===== config.mk =====
export PLATFORM = sky130hd
export DESIGN_NAME = prog_loader
export DESIGN_NICKNAME = d
export VERILOG_FILES = /design/src/rtl/loader_pkg.sv /design/src/rtl/prog_loader.sv
export SDC_FILE = /design/constraint.sdc
export NUM_CORES = 1
export LEC_CHECK = 0
export CAP_MARGIN = 20
export CORE_MARGIN = 8
export CORE_UTILIZATION = 48
export DETAILED_ROUTE_END_ITERATION = 10
export GPL_ROUTABILITY_DRIVEN = 1
export PLACE_DENSITY_LB_ADDON = 0.1
export SKIP_LAST_GASP = 1
export SYNTH_ARGS = -nofsm -noshare
export SYNTH_HDL_FRONTEND = slang
export SYNTH_SLANG_ARGS = --single-unit

===== constraint.sdc =====
create_clock -name clk -period 2.1 [get_ports clk]
set_input_delay 0.42 -clock clk [delete_from_list [all_inputs] [get_ports clk]]
set_output_delay 0.42 -clock clk [all_outputs]
set_load 0.03 [all_outputs]

===== src/rtl/loader_pkg.sv =====
// Shared types and constants for the program-RAM loader.
package loader_pkg;

  typedef enum logic [2:0] {
    ST_IDLE,
    ST_COUNT,
    ST_DATA,
    ST_CHECK,
    ST_FILL
  } state_e;

  localparam logic [7:0] HDR_DEFAULT = 8'hA5;
  localparam int         PROG_DEPTH  = 16;

endpackage


===== src/rtl/prog_loader.sv =====
// Framed byte-stream loader into program RAM; writes land one cycle after the accepting edge.
// in_ready drops only while zero-filling the tail; CPU is held in clear until a checksum-good image is in.
module prog_loader
  import loader_pkg::*;
#(
  parameter logic [7:0] HDR = HDR_DEFAULT,
  parameter int         AW  = $clog2(PROG_DEPTH)
) (
  input  logic          clk,
  input  logic          clr,
  input  logic          in_valid,
  input  logic [7:0]    in_data,
  output logic          in_ready,
  output logic          ram_we,
  output logic [AW-1:0] ram_addr,
  output logic [7:0]    ram_wdata,
  output logic          cpu_clr,
  output logic          busy,
  output logic          err
);

  localparam int          DEPTH   = 2 ** AW;
  localparam logic [AW:0] ONE     = {{AW{1'b0}}, 1'b1};
  localparam logic [AW:0] LAST    = {1'b0, {AW{1'b1}}};
  localparam logic [AW:0] DEPTH_W = {1'b1, {AW{1'b0}}};

  state_e        state_q, state_d;
  logic [AW:0]   n_q, n_d;
  logic [AW:0]   addr_q, addr_d;
  logic [7:0]    sum_q, sum_d;
  logic          run_q, run_d;
  logic          err_q, err_d;
  logic          we_q, we_d;
  logic [AW-1:0] waddr_q, waddr_d;
  logic [7:0]    wdata_q, wdata_d;

  logic acc;
  logic cnt_ok;

  assign in_ready = (state_q != ST_FILL);
  assign acc      = in_valid && in_ready;
  assign cnt_ok   = (in_data != 8'h00) && ({1'b0, in_data} <= 9'(DEPTH));

  always_comb begin
    state_d = state_q;
    n_d     = n_q;
    addr_d  = addr_q;
    sum_d   = sum_q;
    run_d   = run_q;
    err_d   = err_q;
    we_d    = 1'b0;
    waddr_d = waddr_q;
    wdata_d = wdata_q;
    case (state_q)
      ST_IDLE: begin
        if (acc && in_data == HDR) begin
          run_d   = 1'b0;
          err_d   = 1'b0;
          state_d = ST_COUNT;
        end
      end
      ST_COUNT: begin
        if (acc) begin
          if (cnt_ok) begin
            n_d     = in_data[AW:0];
            addr_d  = '0;
            sum_d   = '0;
            state_d = ST_DATA;
          end else begin
            err_d   = 1'b1;
            state_d = ST_IDLE;
          end
        end
      end
      ST_DATA: begin
        if (acc) begin
          we_d    = 1'b1;
          waddr_d = addr_q[AW-1:0];
          wdata_d = in_data;
          addr_d  = addr_q + ONE;
          sum_d   = sum_q + in_data;
          if (addr_q + ONE == n_q) state_d = ST_CHECK;
        end
      end
      ST_CHECK: begin
        if (acc) begin
          if (sum_q + in_data == 8'h00) begin
            if (n_q == DEPTH_W) begin
              run_d   = 1'b1;
              state_d = ST_IDLE;
            end else begin
              state_d = ST_FILL;
            end
          end else begin
            err_d   = 1'b1;
            state_d = ST_IDLE;
          end
        end
      end
      ST_FILL: begin
        // addr_q already points at N, the first unwritten word
        we_d    = 1'b1;
        waddr_d = addr_q[AW-1:0];
        wdata_d = 8'h00;
        addr_d  = addr_q + ONE;
        if (addr_q == LAST) begin
          run_d   = 1'b1;
          state_d = ST_IDLE;
        end
      end
      default: state_d = ST_IDLE;
    endcase
  end

  always_ff @(posedge clk) begin
    if (clr) begin
      state_q <= ST_IDLE;
      n_q     <= '0;
      addr_q  <= '0;
      sum_q   <= '0;
      run_q   <= 1'b0;
      err_q   <= 1'b0;
      we_q    <= 1'b0;
      waddr_q <= '0;
      wdata_q <= '0;
    end else begin
      state_q <= state_d;
      n_q     <= n_d;
      addr_q  <= addr_d;
      sum_q   <= sum_d;
      run_q   <= run_d;
      err_q   <= err_d;
      we_q    <= we_d;
      waddr_q <= waddr_d;
      wdata_q <= wdata_d;
    end
  end

  assign ram_we    = we_q;
  assign ram_addr  = waddr_q;
  assign ram_wdata = wdata_q;
  assign cpu_clr   = ~run_q;
  assign busy      = (state_q != ST_IDLE);
  assign err       = err_q;

endmodule


==> flow_summary.toml <==
[status]
status = "completed"

[critical_path]
worstSetupPathType = "input port to register"
crit_path_start_kind = "input port"
cp_common_cell = "and3_1"
r2r_cells = 8
path_cells = "clkdlybuf4s15_1 > ha_4 > a211oi_4 > o31ai_4 > and3_1 > o31a_1 > and3_1 > a41o_1"
arrival_ns = 2.23
worstPathMaxFanout = 3
cp_slowest_cell = "a211oi_4"
cpPeakStageDelay_ns = 0.30
end_kind = "register"
r2r-start = "sum_q[0]$_SDFFE_PP0P_"
worstReg2RegEnd = "state_q[2]$_SDFFE_PP0P_"
critPathRequiredTime_ns = 2.29
worst-r2r-setup-slack_ns = 0.11

[synthesis]
synth_fp_nets = 244
seq_area_frac_synth = 0.373
yosysUniqueCellTypes = 47
async_flop_share = 0
synth_seq_cells = 36
avgSynthCellArea_um2 = 8.66
synth_cells = 223
synthFlopType = "dfxtp_1"
synth_area_mm2 = 0.00193
yosys_warnings = 0
synth-edff-count = 0

[clock_tree]
cts_tree = "done"
path_clk_slew_ns = 0.07
cts.sinks = 36
cts_root_buffer = "clkbuf_8"
cts_made_buffers = 5
worstSkewPairLatency_ns = 0.29
cts_hold_buf = 0
clock_path_buffers = 2
h-tree-depth = 2

[floorplan]
start_util = 0.490
fp.dieW_um = 79.4
rows = 23
die_h_um = 79.4
die_area_mm2 = 0.00631
io_pins = 28
core_area_mm2 = 0.00394

[sta]
drv_slew = 0
worstMarginPinSlew_ns = 0.439
hold_viol = 0
post-route-period-util = 0.973
rsz0062_at_grt = "true"
layout_min_cycle_time_ns = 2.04
setup_viol = 0
setup_slack_ns = 0.0567
finClkSkew_ns = 0.00654
max-slew-margin-rel = 0.705
fmax_ghz = 0.489

[layout]
layoutNonFillerInstCount = 332
seqCellArea_um2 = 723
antennaDiodeCount = 0
multi_input_area_mm2 = 0.00129
final_nets = 302
synthToLayoutAreaGrowth_pct = 41.9
drive_gt1_frac = 0.266
fillers = 305

[global_routing]
antenna_found_initial = 0
grt_overflow_total = 0
grt_pass1_wl_um = 8410
grt_usage = 0.165
grt_start_max_net_pins = 20
grt_pass1_vias = 1792

[route]
drc_errors = 0
post_drt_wl_per_cell_um = 15.4
wirelength_um = 5130
drtAntennaViolNets = 0
num_vias = 1819
dr.pass1.iters = 4
routed_via_density = 5.48
drt_iter0_drc = 106

[worst_hold_path]
min_to = "ram_addr[0]$_SDFFE_PP0P_"
min-delay-start = "ram_addr[0]$_SDFFE_PP0P_"
hold_depth = 2
hold_path.class = "register to register"

[placement]
hpwl_um = 3730
dp_slack_ns = -0.541
io_buffers = 27
gp_congestion = 0.842
dp.cells = 323

[power_and_ir_drop]
total_power_mw = 1.33
p_leak_nw = 1.10
vdd_drop_max_mv = 0.377
power_density_mw_per_mm2 = 484

[flow_run]
drv_cap = 0
## worst max-delay path, delay by kind of cell
kind,cells,cell delay (ns)
buffers and inverters,1,0.27
AND/OR/NAND/NOR,2,0.40
AO/OA/AOI/OAI,4,0.87
adder cells (fa/ha/maj),1,0.27
## synth_stat cells, drive strengths merged, types with 5 or more instances
| cell | count | area, um2 |
|---|---|---|
| a21oi | 17 | 88.8 |
| a22oi | 9 | 67.6 |
| buf | 9 | 57.6 |
| dfxtp | 36 | 721 |
| ha | 9 | 113 |
| mux2i | 5 | 50.1 |
| nand2 | 25 | 93.8 |
| nand3 | 12 | 60.1 |
| nor2 | 32 | 120 |
| xnor2 | 7 | 61.3 |
| xor2 | 7 | 61.3 |
## through the flow
stage,utilization,hold WS (ns),setup TNS (ns),area [um2]
finish,0.695,0.457,0,2740
global route,0.695,0.487,-0.0176,2740
CTS,0.674,0.462,-0.00904,2660
detailed placement,0.630,0.448,-5.12,2480
global placement,0.630,0.441,-4.66,2480
floorplan,-,0.435,0,1940
## cells in the final DEF (no fill, tap or decap), types with 2 or more instances in the layout
cell / count
nand2_1: 24
a21oi_1: 14
ha_4: 5
mux2i_1: 5
clkdlybuf4s50_1: 21
clkdlybuf4s15_1: 2
dlygate4sd2_1: 2
dfxtp_1: 34
buf_4: 36
inv_1: 3
xor2_2: 4
xnor2_1: 6
clkinv_2: 2
ha_1: 3
nor2_1: 31
a21oi_2: 3
a31oi_1: 3
nand3_1: 12
nor2b_1: 2
o21a_1: 3
dlymetal6s2s_1: 2
nor3_1: 2
a22oi_1: 9
xor2_1: 3
nor4_4: 2
a211oi_1: 2
dfxtp_2: 2
and3_1: 4
o21ai_0: 4
clkbuf_8: 6
## routing by layer
metal	GRT usage	share of wire	routed length (um)	vias to the layer above
li1	-	-	-	907
met1	0.205	0.46	2380	856
met2	0.265	0.47	2410	50
met3	0.0495	0.052	267	6
met4	0.0556	0.013	66	0
met5	0	0	0	-
## cell type report
cell class                      count  share of cell area
Clock buffer                        6              0.0301
Timing Repair Buffer               64               0.205
Inverter                            3             0.00411
Tap cell                           50              0.0228
Multi-Input combinational cell    171               0.470
Sequential cell                    36               0.264
Clock inverter                      2             0.00365
## flip-flops by register name, summed over array words and instances, names as in the netlist
name / cells
ram_wdata: 8
sum_q: 8
addr_q: 5
n_q: 5
ram_addr: 4
state_q: 3
err: 1
ram_we: 1
run_q: 1
## timing repair
| action | CTS | global route |
|---|---|---|
| setup buffers | 1 | 0 |
| setup endpoints to repair | 6 | 6 |
| pin swaps | 18 | 9 |
| gates resized for setup | 17 | 15 |
## how the worst max path moves through the flow
stage                                start                       to  slack (ns)  depth (start not counted)
global placement                in_data[0]  state_q[2]$_SDFFE_PP0P_       -0.49                          9
detailed placement              in_data[0]       run_q$_SDFFE_PP0P_       -0.54                          9
finish                          in_data[1]  state_q[2]$_SDFFE_PP0P_        0.06                          8
global route        addr_q[1]$_SDFFE_PP0P_  state_q[0]$_SDFFE_PP0P_       -0.02                          8
CTS                             in_data[3]       run_q$_SDFFE_PP0P_      -0.009                          8
floorplan                       in_data[0]  state_q[2]$_SDFFE_PP0P_        0.04                          8
## where the power goes
group	switching, mW	internal [mW]
clock network	0.256	0.262
registers	0.0000973	0.682
logic	0.0650	0.0608
total	0.321	1.00
## cell families (layout without fill, tap and decap cells)
family / after synthesis / after routing / share of synthesized area
compound gates: 51 / 51 / 0.184
xor+xnor: 14 / 14 / 0.0635
fa+ha+maj: 10 / 10 / 0.0687
buf+inv: 16 / 75 / 0.0434
flops: 36 / 36 / 0.373
mux: 5 / 5 / 0.0259
simple gates: 91 / 91 / 0.242
(Power assumes the default switching activity.)
